[src/rtl/seg_scan_pkg.sv]
// Shared types and constants for the 7-segment scan controller.
package seg_scan_pkg;

    typedef enum logic [1:0] {
        IDLE  = 2'd0,
        SCAN  = 2'd1,
        BLANK = 2'd2
    } state_e;

    localparam logic [3:0] BCD_MAX = 4'd9;
    // Wide enough for the largest supported digit count; sliced to NDIG at use.
    localparam logic [7:0] DIG_OFF = 8'h00;

endpackage

[src/rtl/seg_scan_ctrl_if.sv]
// Producer-side value/load handshake and the scanner's decoder and digit-driver outputs.
// master = value producer / display side, slave = seg_scan_ctrl.
interface seg_scan_ctrl_if #(
    parameter int NDIG = 4
);
    logic                enable;
    logic                load;
    logic [4*NDIG-1:0]   bcd_in;
    logic                ld_ack;
    logic [3:0]          dec_bcd;
    logic [NDIG-1:0]     dig_sel;
    logic                frame_tick;
    logic                bcd_err;

    modport master (
        output enable, load, bcd_in,
        input  ld_ack, dec_bcd, dig_sel, frame_tick, bcd_err
    );

    modport slave (
        input  enable, load, bcd_in,
        output ld_ack, dec_bcd, dig_sel, frame_tick, bcd_err
    );
endinterface

[src/rtl/seg_dwell_timer.sv]
// Dwell down-counter: load_i arms DWELL cycles, clr_i parks it at zero; no backpressure.
// done_o is high while the count is zero, i.e. in the last cycle of an armed dwell.
module seg_dwell_timer #(
    parameter int DWELL = 1000,
    parameter int CW    = 16
) (
    input  logic clk,
    input  logic reset,
    input  logic load_i,
    input  logic clr_i,
    output logic done_o
);
    logic [CW-1:0] cnt_q, cnt_d;

    always_comb begin
        cnt_d = cnt_q;
        if (clr_i) begin
            cnt_d = '0;
        end else if (load_i) begin
            cnt_d = CW'(DWELL - 1);
        end else if (cnt_q != '0) begin
            cnt_d = cnt_q - CW'(1);
        end
    end

    always_ff @(posedge clk) begin
        if (reset) begin
            cnt_q <= '0;
        end else begin
            cnt_q <= cnt_d;
        end
    end

    assign done_o = (cnt_q == '0);
endmodule

[src/rtl/seg_scan_ctrl.sv]
// Shared-decoder 7-seg scanner, registered outputs; define SEG_SCAN_LZB_EN for leading-zero blanking.
// ld_ack one cycle after capture; load is held by the requester until ld_ack (captured only in IDLE or frame-end BLANK).
module seg_scan_ctrl
    import seg_scan_pkg::*;
#(
    parameter int NDIG  = 4,
    parameter int DWELL = 1000,
    parameter int CW    = 16
) (
    input  logic           clk,
    input  logic           reset,
    seg_scan_ctrl_if.slave bus
);
    localparam int IW = $clog2(NDIG);
    localparam logic [IW-1:0] LAST = IW'(NDIG - 1);

    state_e            state_q, state_d;
    logic [IW-1:0]     idx_q, idx_d;
    logic [4*NDIG-1:0] shadow_q, shadow_d;
    logic [3:0]        dec_q, dec_d;
    logic [NDIG-1:0]   dig_q, dig_d;
    logic              ack_q, ack_d;
    logic              tick_q, tick_d;
    logic              err_q, err_d;
    logic              tmr_load, tmr_clr, tmr_done;
    logic              frame_end, capture, enter_scan;
    logic [3:0]        nib;
    logic [NDIG-1:0]   blank_m;

`ifdef SEG_SCAN_LZB_EN
    function automatic logic [NDIG-1:0] lead_zero_mask(input logic [4*NDIG-1:0] v);
        logic [NDIG-1:0] m;
        logic            run;
        m   = '0;
        run = 1'b1;
        for (int i = NDIG - 1; i >= 1; i--) begin
            run  = run && (v[4*i +: 4] == 4'd0);
            m[i] = run;
        end
        return m;
    endfunction
`endif

    seg_dwell_timer #(.DWELL(DWELL), .CW(CW)) u_dwell (
        .clk    (clk),
        .reset  (reset),
        .load_i (tmr_load),
        .clr_i  (tmr_clr),
        .done_o (tmr_done)
    );

    always_comb begin
        state_d    = state_q;
        idx_d      = idx_q;
        shadow_d   = shadow_q;
        dec_d      = dec_q;
        dig_d      = dig_q;
        ack_d      = 1'b0;
        tick_d     = 1'b0;
        err_d      = err_q;
        tmr_load   = 1'b0;
        tmr_clr    = 1'b0;
        enter_scan = 1'b0;
        blank_m    = '0;

        // Captures land only between frames so a frame never mixes old and new digits.
        frame_end = (state_q == BLANK) && (idx_q == LAST);
        capture   = bus.load && ((state_q == IDLE) || frame_end);
        if (capture) begin
            shadow_d = bus.bcd_in;
            ack_d    = 1'b1;
        end

        if (!bus.enable) begin
            state_d = IDLE;
            idx_d   = '0;
            dig_d   = DIG_OFF[NDIG-1:0];
            tmr_clr = 1'b1;
        end else begin
            case (state_q)
                IDLE: begin
                    state_d    = SCAN;
                    idx_d      = '0;
                    enter_scan = 1'b1;
                end
                SCAN: begin
                    if (tmr_done) begin
                        state_d = BLANK;
                        dig_d   = DIG_OFF[NDIG-1:0];
                        tick_d  = (idx_q == LAST);
                    end
                end
                BLANK: begin
                    state_d    = SCAN;
                    idx_d      = (idx_q == LAST) ? '0 : idx_q + IW'(1);
                    enter_scan = 1'b1;
                end
                default: begin
                    state_d = IDLE;
                    idx_d   = '0;
                    dig_d   = DIG_OFF[NDIG-1:0];
                end
            endcase
        end

`ifdef SEG_SCAN_LZB_EN
        blank_m = lead_zero_mask(shadow_d);
`endif
        nib = shadow_d[{idx_d, 2'b00} +: 4];
        if (enter_scan) begin
            tmr_load = 1'b1;
            dec_d    = nib;
            if (nib > BCD_MAX) begin
                dig_d = DIG_OFF[NDIG-1:0];
                err_d = 1'b1;
            end else if (blank_m[idx_d]) begin
                dig_d = DIG_OFF[NDIG-1:0];
            end else begin
                dig_d = NDIG'(1) << idx_d;
            end
        end
    end

    always_ff @(posedge clk) begin
        if (reset) begin
            state_q  <= IDLE;
            idx_q    <= '0;
            shadow_q <= '0;
            dec_q    <= '0;
            dig_q    <= '0;
            ack_q    <= 1'b0;
            tick_q   <= 1'b0;
            err_q    <= 1'b0;
        end else begin
            state_q  <= state_d;
            idx_q    <= idx_d;
            shadow_q <= shadow_d;
            dec_q    <= dec_d;
            dig_q    <= dig_d;
            ack_q    <= ack_d;
            tick_q   <= tick_d;
            err_q    <= err_d;
        end
    end

    assign bus.ld_ack     = ack_q;
    assign bus.dec_bcd    = dec_q;
    assign bus.dig_sel    = dig_q;
    assign bus.frame_tick = tick_q;
    assign bus.bcd_err    = err_q;
endmodule
[src/flat_wrapper.sv]
// flat-port wrapper written by rule: the top's interface ports become plain ports
module seg_scan_ctrl_flat import seg_scan_pkg::*;
#(
    parameter int NDIG  = 4,
    parameter int DWELL = 1000,
    parameter int CW    = 16
)
  (clk, reset, bus_enable, bus_load, bus_bcd_in, bus_ld_ack, bus_dec_bcd, bus_dig_sel, bus_frame_tick, bus_bcd_err);
  seg_scan_ctrl_if #(.NDIG(NDIG)) bus_i ();
  input  logic clk;
  input  logic reset;
  input wire logic [$bits(bus_i.enable)-1:0] bus_enable;
  input wire logic [$bits(bus_i.load)-1:0] bus_load;
  input wire logic [$bits(bus_i.bcd_in)-1:0] bus_bcd_in;
  output wire logic [$bits(bus_i.ld_ack)-1:0] bus_ld_ack;
  output wire logic [$bits(bus_i.dec_bcd)-1:0] bus_dec_bcd;
  output wire logic [$bits(bus_i.dig_sel)-1:0] bus_dig_sel;
  output wire logic [$bits(bus_i.frame_tick)-1:0] bus_frame_tick;
  output wire logic [$bits(bus_i.bcd_err)-1:0] bus_bcd_err;
  assign bus_i.enable = bus_enable;
  assign bus_i.load = bus_load;
  assign bus_i.bcd_in = bus_bcd_in;
  assign bus_ld_ack = bus_i.ld_ack;
  assign bus_dec_bcd = bus_i.dec_bcd;
  assign bus_dig_sel = bus_i.dig_sel;
  assign bus_frame_tick = bus_i.frame_tick;
  assign bus_bcd_err = bus_i.bcd_err;
  seg_scan_ctrl #(.NDIG(NDIG), .DWELL(DWELL), .CW(CW)) u_core (.clk(clk), .reset(reset), .bus(bus_i));
endmodule
[config.mk]
export PLATFORM = sky130hd
export DESIGN_NAME = seg_scan_ctrl_flat
export DESIGN_NICKNAME = d
export VERILOG_FILES = /design/src/rtl/seg_scan_pkg.sv /design/src/rtl/seg_scan_ctrl_if.sv /design/src/rtl/seg_dwell_timer.sv /design/src/rtl/seg_scan_ctrl.sv /design/src/flat_wrapper.sv
export SDC_FILE = /design/constraint.sdc
export NUM_CORES = 1
export LEC_CHECK = 0
export ABC_AREA = 1
export CAP_MARGIN = 20
export CORE_ASPECT_RATIO = 1.5
export CORE_MARGIN = 1
export CORE_UTILIZATION = 54
export CTS_BUF_LIST = sky130_fd_sc_hd__clkbuf_16
export DETAILED_ROUTE_END_ITERATION = 8
export PLACE_DENSITY = 0.79
export SYNTH_ARGS = -nofsm -noshare
export SYNTH_HDL_FRONTEND = slang
export SYNTH_SLANG_ARGS = --single-unit
[constraint.sdc]
create_clock -name clk -period 2.3 [get_ports clk]
set_input_delay 0.46 -clock clk [delete_from_list [all_inputs] [get_ports clk]]
set_output_delay 0.46 -clock clk [all_outputs]
set_load 0.01 [all_outputs]
==> flow_summary.ini, run 1 <==
[outcome]
status = complete, no violations

[cells_and_area]
nets = 392
area_delta_synth_final_pct = 21.3
drive_gt1_frac = 0.0548
antenna_cells = 0

[logic_synthesis]
synthCells = 332
synth_nets = 358
syn_area_um2 = 2260
synth_area_leader_cell = dfxtp_1
syn_avg_cell_area_um2 = 6.82
ys_types = 28
synth_area_leaders = dfxtp_1, nand2_1, a21oi_1
synth_async_sr_flop_share = 0
synth_common_cells = nand2_1, dfxtp_1, inv_1, nor2_1, a21oi_1
yosysWarningCount = 0
yosysSeqAreaShare = 0.416
synth_top_area_frac = 0.416
yosys_most_used_dff = dfxtp_1
synth_edf_count = 0
synth_seq_cells = 47
yosysMostFrequentCell = nand2_1

[timing]
slew_violations = 0
layout_min_cycle_time_ns = 1.98
finalHoldViolCount = 0
slew_headroom = 0.731
period_share = 0.859
setup_tns_ns = 0
fmax_ghz = 0.506
setup_violations = 0
clock_skew_ns = 0.00169
worst_slew_pin_slew_ns = 0.400
rsz0062_at_grt = false
whs_ns = 0.454

[setup_path]
cp_common_cell = nand2_1
crit_required_ns = 2.46
cp-startpoint = u_core.state_q[0]$_SDFFE_PP0P_
critPathCaptureType = register
r2r_start = u_core.state_q[0]$_SDFFE_PP0P_
worst-path-max-fanout = 5
path_class = reg -> reg
path_cells = inv_1 > ha_1 > nand2_1 > inv_1 > nand2_1 > inv_1 > nor2_1 > nand2_1 > nand2_1 > nor2_2 > nand2_1 > nand2_2 > nand2_1 > a21oi_1
cp.arrival_ns = 2.14
cp-start-kind = register
slowest_delay_ns = 0.38
crit_family = simple AND/OR/NAND/NOR gates
critPathBufInv = 3
crit_slowest_cell = dfxtp_1

[clock_tree]
post_cts_buffers = 0
cts_buffer_depth = 2
htree_levels = 2
clockRootBuffer = clkbuf_16
cts.sinks = 47
clk_latency_ns = 0.28
cts_resized = 0
cts_tree = yes
cts_inserted_buffers = 5
cts.clk_slew.worst_paths_ns = 0.06
hold_buffers = 0

[floorplanning]
num_rows = 28
die_x_um = 54.9
io_pins = 31
core_area_um2 = 3990
start_util = 0.567
die_h_um = 81.3
dieArea_um2 = 4460

[grt]
grt_pass1_vias = 1982
grt_max_degree = 27
overflow = 0
grt_pass1_wl_um = 8090
antenna_found_initial = 0
grt_use_total = 0.252

[detailed_routing]
routed-via-count = 2154
routed_wl_um = 4900
drc = 0
antenna_left = 0
vias_per_cell = 5.25
firstDrtPassIters = 6
drt_iter0_drc = 43
wl_per_cell_um = 12.0

[placed_design]
portBuffers = 30
place.gp.congestion = 0.848
hpwl_um = 3740

[pwr]
leakage_nw = 1.25
power_density_nw_per_um2 = 735
peakVddDrop_v = 0.000611

[hold_path]
hold_start = u_core.bus.bcd_err$_SDFFE_PP0P_
hp-class = reg -> reg

[job]
drv_cap = 0
-- worst paths after layout --
path | to | slack [ns] | cells after the start
setup / recovery | u_core.bus.dig_sel[0]$_SDFFE_PP0P_ | 0.32 | 14
hold / removal | u_core.bus.bcd_err$_SDFFE_PP0P_ | 0.45 | 2
setup reg to reg | u_core.bus.dig_sel[0]$_SDFFE_PP0P_ | 0.32 | 14
hold reg to reg | u_core.bus.bcd_err$_SDFFE_PP0P_ | 0.45 | 2
-- cells in the final DEF, fill, tap and decap left out, types with 5 or more instances in the layout --
master,Yosys,routed
inv_1,41,42
nand3_1,20,20
ha_1,6,6
nor3_1,6,6
nor2_1,39,39
o21ai_0,8,8
clkbuf_16,0,5
clkdlybuf4s50_1,0,30
nand2_2,5,5
dfxtp_1,47,47
buf_4,0,5
a21oi_1,35,35
nand2_1,90,90
-- cell type report --
type,instances,area [µm²]
Clock buffer,5,125
Clock inverter,1,3.75
Fill cell,363,1250
Inverter,42,158
Multi-Input combinational cell,235,1120
Sequential cell,47,941
Tap cell,45,56.3
Timing Repair Buffer,35,338
-- tightest hold or removal path, stage by stage, from the launching register on --
cell     delay, ns
dfxtp_1       0.31
inv_1         0.05
a21oi_1       0.05
-- sequential cells by signal, summed over array words and instances (netlist names), 2 cells and up --
register,cells
u_core.state_q,2
u_core.bus.dig_sel,4
u_core.bus.dec_bcd,4
u_core.shadow_q,16
u_core.idx_q,2
u_core.u_dwell.cnt_q,16
-- metrics by stage --
step / cell area [µm²] / worst slack (ns) / std cells / util / total power [mW]
final: 2750 / 0.323 / 410 / 0.688 / 2.02
after global routing: 2750 / 0.127 / 410 / 0.688 / 2.13
after CTS: 2750 / 0.328 / 410 / 0.688 / 2.03
after detailed placement: 2620 / 0.163 / 404 / 0.655 / 1.37
after global placement: 2620 / 0.197 / 404 / 0.655 / 1.36
after floorplan: 2260 / 0.572 / 332 / - / 1.23
-- power breakdown --
part	switching, mW	internal (mW)
combinational	0.277	0.179
sequential	0.0270	0.870
clock	0.279	0.386
total	0.583	1.44
-- kinds of logic after synthesis --
kind of cell    count (synthesis)  share of synthesized area
xor+xnor                        2                    0.00774
compound gates                 55                      0.135
fa+ha+maj                       6                     0.0332
buf+inv                        50                     0.0873
simple gates                  172                      0.321
flops                          47                      0.416
-- metal layers --
| layer | track usage | wire length [µm] | vias up | share of wire |
|---|---|---|---|---|
| met1 | 0.250 | 1940 | 971 | 0.40 |
| met5 | 0 | 0 | - | 0 |
| met4 | 0.149 | 173 | 0 | 0.035 |
| met2 | 0.457 | 2660 | 44 | 0.54 |
| met3 | 0.0487 | 136 | 14 | 0.028 |
| li1 | - | - | 1125 | - |
Power figures use the tool's default switching activity.
==> run 2, diff against run 1 <==
--- a/config.mk
+++ b/config.mk
@@ -7,7 +7,7 @@
 export LEC_CHECK = 0
 export ABC_AREA = 1
 export CAP_MARGIN = 20
-export CORE_ASPECT_RATIO = 1.5
+export CORE_ASPECT_RATIO = 1.25
 export CORE_MARGIN = 1
 export CORE_UTILIZATION = 54
 export CTS_BUF_LIST = sky130_fd_sc_hd__clkbuf_16
==> run 2 against run 1 <==
Against the previous run:
- combinational power hardly changed
- largest power group unchanged
- maximum frequency shrank 1.7%
- cell count is 2.7% higher
- critical endpoint unchanged
- sequential cell count stayed put
- power rose by 6.6%
- global-route usage fell by 1.0 points
- clock power grew 20%
- design area rose by 1.8%
- count of clock-buffer cells in the layout unchanged
- utilization increased by 2.7 points
==> flow_summary.ini, run 2 (synthesis gave the netlist of run 1 again) <==
[hold_path]
hp-class = reg -> reg

[setup_path]
crit_required_ns = 2.46
path_cells = inv_1 > ha_1 > nand2_1 > inv_1 > nand2_1 > inv_1 > nor2_1 > nand2_1 > nand2_1 > nor2_2 > nand2_1 > nand2_2 > nand2_1 > a21oi_1
cp-start-kind = register
path_class = reg -> reg
slowest_delay_ns = 0.39
crit_slowest_cell = dfxtp_1
critPathCaptureType = register
worst-path-max-fanout = 5
cp.arrival_ns = 2.17
cp_common_cell = nand2_1

[detailed_routing]
vias_per_cell = 5.11
firstDrtPassIters = 4
routed-via-count = 2150
drc = 0
antenna_left = 0
routed_wl_um = 4960
drt_iter0_drc = 83
wl_per_cell_um = 11.8

[clock_tree]
htree_levels = 2
cts_tree = yes
clockRootBuffer = clkbuf_16
clk_latency_ns = 0.28
cts_inserted_buffers = 5
cts.sinks = 47
cts.clk_slew.worst_paths_ns = 0.06
post_cts_buffers = 0
cts_buffer_depth = 2

[cells_and_area]
drive_gt1_frac = 0.0627
nFillCells = 357
nets = 392
antenna_cells = 0
stdcell_area_um2 = 2800
post-route-util = 0.715
area_delta_synth_final_pct = 23.5
final_common_cell = nand2_1
final_cell_mix = nand2_1, dfxtp_1, inv_1
reg_top3 = u_core.shadow_q: 16 flops, u_core.u_dwell.cnt_q: 16 flops

[floorplanning]
die_h_um = 74.4
io_pins = 31
core_area_um2 = 3910
num_rows = 25
start_util = 0.579
dieArea_um2 = 4460
die_x_um = 59.9

[grt]
antenna_found_initial = 0
overflow = 0
grt_max_degree = 27
grt_pass1_wl_um = 8020
grt_use_total = 0.242
grt_pass1_vias = 1880

[placed_design]
place.gp.congestion = 0.828
placed_cell_area_um2 = 2630
hpwl_um = 3780
portBuffers = 30

[job]
drv_cap = 0

[timing]
slew_headroom = 0.748
layout_min_cycle_time_ns = 2.01
period_share = 0.874
slew_violations = 0
setup_violations = 0
clock_skew_ns = 0.00434
rsz0062_at_grt = false
setup_tns_ns = 0
finalHoldViolCount = 0
fmax_ghz = 0.497
worst_slew_pin_slew_ns = 0.375

[pwr]
power.total_mw = 2.15
power_density_nw_per_um2 = 770
peakVddDrop_v = 0.000529
leakage_nw = 1.27

[outcome]
status = complete, no violations
==> run 2: changes by cell type in the layout (fill, tap and decap cells not counted) <==
| cell | before | now |
|---|---|---|
| bufinv_16 | 0 | 1 |
| clkinv_1 | 1 | 2 |
| clkinv_2 | 0 | 1 |
| inv_1 | 42 | 41 |
| nor2_1 | 39 | 38 |
| nor2_2 | 3 | 4 |
==> run 2: through the flow <==
| stage | worst slack [ns] | std cells | hold slack [ns] |
|---|---|---|---|
| 2_1_floorplan | 0.572 | 332 | 0.425 |
| 3_3_place_gp | 0.225 | 413 | 0.441 |
| 3_5_place_dp | 0.151 | 413 | 0.442 |
| 4_1_cts | 0.298 | 421 | 0.449 |
| 5_1_grt | 0.0387 | 421 | 0.475 |
| 6_report | 0.289 | 421 | 0.452 |
==> run 2: worst paths after layout <==
path	to	depth (start not counted)	slack (ns)	from
setup / recovery	u_core.bus.dig_sel[0]$_SDFFE_PP0P_	14	0.29	u_core.state_q[0]$_SDFFE_PP0P_
hold / removal	u_core.u_dwell.cnt_q[0]$_SDFFE_PP0P_	1	0.45	u_core.u_dwell.cnt_q[0]$_SDFFE_PP0P_
setup reg to reg	u_core.bus.dig_sel[0]$_SDFFE_PP0P_	14	0.29	u_core.state_q[0]$_SDFFE_PP0P_
hold reg to reg	u_core.u_dwell.cnt_q[0]$_SDFFE_PP0P_	1	0.45	u_core.u_dwell.cnt_q[0]$_SDFFE_PP0P_
==> run 2: area by class of cell <==
cell class | count | area (µm²) | share of cell area
clock buffers | 5 | 125 | 0.0448
clock inverters | 3 | 38.8 | 0.0139
inverters | 42 | 158 | 0.0564
multi-input cells | 235 | 1130 | 0.403
flip-flops and latches | 47 | 941 | 0.337
well taps | 54 | 67.6 | 0.0242
repair buffers | 35 | 338 | 0.121
==> run 2: repair_timing <==
action | CTS | global route
gates resized for setup | 0 | 1
hold endpoints to repair | 0 | 0
setup endpoints to repair | 0 | 4
hold buffers | 0 | 0
==> run 2: routing by layer <==
layer | vias to the layer above | wire (µm) | GRT usage
li1 | 1129 | - | -
met3 | 8 | 175 | 0.0522
met2 | 38 | 2630 | 0.433
met1 | 975 | 2080 | 0.277
met5 | - | 0 | 0
met4 | 0 | 78 | 0.0930
==> run 2: worst max-delay path: cells and delay by family (launching register included) <==
family | cells | cell delay (ns)
buffers and inverters | 3 | 0.25
AND/OR/NAND/NOR | 9 | 0.90
flip-flops | 1 | 0.39
AO/OA/AOI/OAI | 1 | 0.06
adder cells (fa/ha/maj) | 1 | 0.29
==> run 2: report_power, final <==
group | internal, mW | switching [mW] | leakage (nW)
clock network | 0.507 | 0.293 | 0.0812
registers | 0.870 | 0.0270 | 0.385
logic | 0.179 | 0.276 | 0.803
==> variant 1, RTL diff (config.mk and constraints of run 1) <==
`NDIG` is set to 4 in 3 places; all go to 2.
--- a/src/rtl/seg_scan_ctrl_if.sv
+++ b/src/rtl/seg_scan_ctrl_if.sv
@@ -3,3 +3,3 @@
 interface seg_scan_ctrl_if #(
-    parameter int NDIG = 4
+    parameter int NDIG = 2
 );
--- a/src/rtl/seg_scan_ctrl.sv
+++ b/src/rtl/seg_scan_ctrl.sv
@@ -5,3 +5,3 @@
 #(
-    parameter int NDIG  = 4,
+    parameter int NDIG  = 2,
     parameter int DWELL = 1000,
--- a/src/flat_wrapper.sv
+++ b/src/flat_wrapper.sv
@@ -3,3 +3,3 @@
 #(
-    parameter int NDIG  = 4,
+    parameter int NDIG  = 2,
     parameter int DWELL = 1000,
Ports: changed (resized bus_bcd_in and bus_dig_sel); port bits go from 31 to 21. The function was not compared with the original's and may differ.
==> variant 1 against run 1 <==
Area after synthesis fell by 24%; fmax rose by 8.1%; clock skew rose by 0.0013 ns; total power fell by 11%; sequential share of layout area fell by 0.50 points; count of clock-buffer cells in the layout did not move; sequential cell count fell by 11; routed wire length fell by 24%; utilization rose by 3.0 points; setup slack improved by 0.15 ns; global-route usage fell by 0.52 points; cell area fell by 22%; critical path type unchanged; largest cell class unchanged; largest power group is now clock; highest routed layer unchanged.
==> variant 1: results (changes against run 1) <==
stage,metric,value,unit,change
sta,Least-Margin Pin Slew,0.348,ns,was 0.400 ns
yosys,most common library cells after synthesis,"nand2_1 (67), nor2_1 (43), dfxtp_1 (36)",,"was nand2_1 (90), dfxtp_1 (47), inv_1 (41)"
status,run status,finished clean,,unchanged
critical_path,CP peak stage delay,0.32,ns,was 0.38 ns
drt,final wirelength,3.71,mm,was 4.90 mm
power_and_ir_drop,Leak,1.00,nW,was 1.25 nW
power_and_ir_drop,VDD IR max,802,uV,was 611 uV
cells_and_area,# fillers,244,,was 363
drt,drt pass-1 iters,4,,was 6
drt,Iter 0 DRT Violations,55,,was 43
cts,clock buffer depth,2,,unchanged
cts,PostCTS Resize Cnt,0,,unchanged
critical_path,reg2reg path depth,9,,was 14
global_routing,first-pass GRT wire length,5.98,mm,was 8.09 mm
hold_path,worst min-delay path class,flop to flop,,unchanged
global_routing,largest net degree at the start of global routing,16,,was 27
global_routing,initial antenna violation count,0,,unchanged
critical_path,CP Data Arrival Time,1.99,ns,was 2.14 ns
place,routability congestion estimate,0.886,,was 0.848
yosys,Main synth FF type,dfxtp_1,,unchanged
cells_and_area,layout cells sized above 1,0.0854,,was 0.0548
yosys,sequential area share after synthesis,0.421,,was 0.416
yosys,Area contributors post-synth,"dfxtp_1 (42%), nand2_1 (15%), nor2_1 (9.4%), inv_1 (6.8%), a21oi_1 (5.0%)",,"was dfxtp_1 (42%), nand2_1 (15%), a21oi_1 (7.7%), inv_1 (6.8%), nor2_1 (6.5%)"
hold_path,hold_sp,u_core.bus.bcd_err,,unchanged
critical_path,Reg-to-Reg Start,u_core.u_dwell.cnt_q[0],,was u_core.state_q[0]
cells_and_area,NumNets Final,293,,was 392
yosys,Mapped Nets,266,,was 358
cells_and_area,antenna cells,0,,unchanged
drt,detailed-route via count,1575,,was 2154
place,dpl hpwl,2.67,mm,was 3.74 mm
cts,worst skew pair latency,0.28,ns,about the same
cts,postcts setup bufs,0,,unchanged
global_routing,vias in the first global route,1484,,was 1982
critical_path,crit-path max FO,6,,was 5
cells_and_area,Reg with most FFs,u_core.u_dwell.cnt_q,,
place,I/O Buffers,20,,was 30
critical_path,R2R Setup Slk,0.47,ns,was 0.32 ns
yosys,yosys warns,0,,unchanged
sta,Final Skew,0.00300,ns,was 0.00169 ns
global_routing,Total Routing Usage GR,0.247,,was 0.252
==> variant 1: cell type report <==
cell class                 count  share of cell area
clock inverter                 3              0.0182
sequential                    36               0.338
tap                           39              0.0229
clock buffer                   5              0.0586
multi-input combinational    178               0.392
timing repair buffer          25               0.111
inverter                      34              0.0598
==> variant 1: worst max-delay path by stage <==
| stage | from | endpoint | slack [ns] | cells past startpoint |
|---|---|---|---|---|
| after floorplan | u_core.u_dwell.cnt_q[0] | u_core.bus.dig_sel[0] | 0.83 | 9 |
| after global placement | bus_load | u_core.bus.dig_sel[0] | 0.31 | 11 |
| after detailed placement | bus_load | u_core.bus.dig_sel[0] | 0.25 | 12 |
| after CTS | u_core.u_dwell.cnt_q[0] | u_core.bus.dig_sel[0] | 0.47 | 9 |
| after global routing | u_core.u_dwell.cnt_q[0] | u_core.bus.dig_sel[0] | 0.34 | 9 |
| final | u_core.u_dwell.cnt_q[0] | u_core.bus.dig_sel[0] | 0.47 | 9 |
==> variant 1: worst reg2reg max path, stage by stage, from the launching register on <==
cell and delay (ns):
dfxtp_1 0.32, inv_1 0.16, ha_1 0.24, nand2_1 0.14, nor2_2 0.20, nand2_1 0.14, nor2_2 0.24, nor2_1 0.12
nand3_1 0.08, a21oi_1 0.07
==> variant 1: logic make-up (layout without fill, tap and decap cells) <==
group / after synthesis / count (layout) / synth area share
compound gates: 26 / 26 / 0.0877
buf+inv: 39 / 67 / 0.0906
fa+ha+maj: 1 / 1 / 0.00731
flops: 36 / 36 / 0.421
xor+xnor: 7 / 7 / 0.0358
simple gates: 144 / 144 / 0.357
==> variant 1: metrics by stage <==
stage	setup WS (ns)	std cells	hold slack, ns	cell area (um2)
final	0.472	320	0.460	2130
after global placement	0.307	312	0.445	1970
after detailed placement	0.254	312	0.448	1970
after global routing	0.337	320	0.482	2130
after floorplan	0.831	253	0.446	1710
after CTS	0.468	320	0.459	2130
==> variant 1: power by group <==
| group | total [W] | switching (W) | leakage [nW] | internal (W) |
|---|---|---|---|---|
| Sequential | 0.000684 | 0.0000230 | 0.295 | 0.000661 |
| Combinational | 0.000357 | 0.000205 | 0.621 | 0.000152 |
| Clock | 0.000753 | 0.000248 | 0.0850 | 0.000505 |
| Total | 0.00179 | 0.000476 | 1.00 | 0.00132 |
==> variant 1: per-layer routing <==
layer	routed length, um	share of wire	global-route usage	up-vias
met5	0	0	0	-
met2	2020	0.54	0.435	26
met4	124	0.033	0.142	0
li1	-	-	-	838
met1	1460	0.39	0.246	699
met3	104	0.028	0.0510	12
==> variant 2, RTL diff (flow settings as in run 1) <==
Without the edit above. The 3 states of `state_e` get a one-hot encoding in 3 bits.
--- a/src/rtl/seg_scan_pkg.sv
+++ b/src/rtl/seg_scan_pkg.sv
@@ -3,6 +3,6 @@
 
-    typedef enum logic [1:0] {
-        IDLE  = 2'd0,
-        SCAN  = 2'd1,
-        BLANK = 2'd2
+    typedef enum logic [2:0] {
+        IDLE  = 3'b001,
+        SCAN  = 3'b010,
+        BLANK = 3'b100
     } state_e;
Formal check against the unedited RTL: same outputs for any inputs over 10 cycles, from zero or initial values and one cycle with reset high; not proved beyond that.
==> variant 2 against run 1 <==
Cell area increased by 3.0%; fmax shrank 7.6%; worst hold slack improved by 0.011 ns; total power grew 11%; sequential share of layout area shrank 0.29 points; critical path depth is the same; area after synthesis is 0.28% lower; sequential cell count is 1 higher; count of clock-buffer cells in the layout is the same; global-route usage increased by 0.74 points; routed wire length rose by 2.8%; clock power up 21%; setup slack worse by 0.16 ns; largest cell class unchanged; largest power group unchanged.
==> variant 2: results (changes against run 1) <==
stage,metric,value,unit,change
place,dpl hpwl,3.79,mm,was 3.74 mm
drt,detailed-route via count,2151,,was 2154
sta,Final Skew,0.00480,ns,was 0.00169 ns
drt,drt pass-1 iters,5,,was 6
critical_path,CP Data Arrival Time,2.31,ns,was 2.14 ns
yosys,sequential area share after synthesis,0.426,,was 0.416
power_and_ir_drop,Leak,1.30,nW,was 1.25 nW
critical_path,CP max-delay cell,clkdlybuf4s50_1,,was dfxtp_1
global_routing,first-pass GRT wire length,8.34,mm,was 8.09 mm
place,Area after DPL,2660,um2,was 2620 um2
cells_and_area,NumNets Final,391,,was 392
power_and_ir_drop,VDD IR max,637,uV,was 611 uV
status,run status,finished clean,,unchanged
global_routing,largest net degree at the start of global routing,26,,was 27
drt,final wirelength,5.04,mm,was 4.90 mm
yosys,Mapped Nets,350,,was 358
yosys,most common library cells after synthesis,"nand2_1 (80), dfxtp_1 (48), inv_1 (44)",,"was nand2_1 (90), dfxtp_1 (47), inv_1 (41)"
cells_and_area,# fillers,347,,was 363
critical_path,CP peak stage delay,0.50,ns,was 0.38 ns
sta,relative slew slack,0.747,,was 0.731
place,routability congestion estimate,0.857,,was 0.848
cells_and_area,layout cells sized above 1,0.0892,,was 0.0548
global_routing,vias in the first global route,2019,,was 1982
yosys,Area contributors post-synth,"dfxtp_1 (43%), nand2_1 (13%), inv_1 (7.3%), nor2_1 (6.8%), nand3_1 (5.8%)",,"was dfxtp_1 (42%), nand2_1 (15%), a21oi_1 (7.7%), inv_1 (6.8%), nor2_1 (6.5%)"
drt,Iter 0 DRT Violations,47,,was 43
yosys,synth unique cells,25,,was 28
place,post-place setup slack,-0.153,ns,was 0.163 ns
-- variant 2: changes by cell type after synthesis, sizes merged, moves of 4 or more --
cell / before / now
a21oi: 35 / 22
nand2: 95 / 87
nand3: 20 / 26
nor2: 42 / 47
a31oi: 2 / 6
ha: 6 / 2
-- variant 2: worst paths after layout --
path	startpoint	endpoint	slack, ns	cells past startpoint
worst min-delay path	u_core.shadow_q[14]	u_core.shadow_q[14]	0.47	2
worst max-delay path	bus_enable	u_core.bus.dig_sel[3]	0.16	14
worst max register to register	u_core.u_dwell.cnt_q[0]	u_core.u_dwell.cnt_q[14]	0.31	10
worst min register to register	u_core.shadow_q[14]	u_core.shadow_q[14]	0.47	2
-- variant 2: report_power, final --
group | switching [W] | internal [W]
registers | 0.0000338 | 0.000896
clock network | 0.000301 | 0.000505
logic | 0.000313 | 0.000200
total | 0.000648 | 0.00160
-- variant 2: metal layers --
layer,vias to the layer above,global-route usage,routed length [um]
li1,1129,-,-
met1,962,0.253,2000
met2,48,0.492,2790
met3,12,0.0562,146
met4,0,0.108,107
met5,-,0,0
-- variant 2: area by class of cell --
class / count / share of cell area
Multi-Input combinational cell: 228 / 0.387
Sequential cell: 48 / 0.340
Timing Repair Buffer: 42 / 0.138
Inverter: 44 / 0.0584
Clock buffer: 5 / 0.0442
Tap cell: 45 / 0.0199
Clock inverter: 3 / 0.0133
-- variant 2: critical path: cells and delay by family --
kind	cells	cell delay [ns]
simple gates	10	1.15
buf+inv	3	0.65
compound gates	1	0.06
-- variant 2: through the flow --
stage               hold slack [ns]  utilization  cells  power (W)  setup TNS (ns)
floorplan                     0.444            -    328    0.00131               0
global placement              0.452        0.672    407    0.00144          -0.395
detailed placement            0.458        0.672    407    0.00145          -0.706
CTS                           0.468        0.713    415    0.00225               0
global route                  0.485        0.715    415    0.00237               0
finish                        0.465        0.715    415    0.00225               0
-- variant 2: timing repair --
| action | in CTS | in global routing |
|---|---|---|
| gates resized for setup | 0 | 2 |
| hold endpoints to repair | 0 | 0 |
| hold buffers | 0 | 0 |
| setup endpoints to repair | 0 | 4 |
| buffers inserted | 0 | 0 |
-- variant 2: logic make-up after synthesis --
kind of cell,share of synthesized area
adder cells (fa/ha/maj),0.0111
AO/OA/AOI/OAI,0.123
AND/OR/NAND/NOR,0.343
flip-flops,0.426
XOR/XNOR,0.00388
buffers and inverters,0.0931
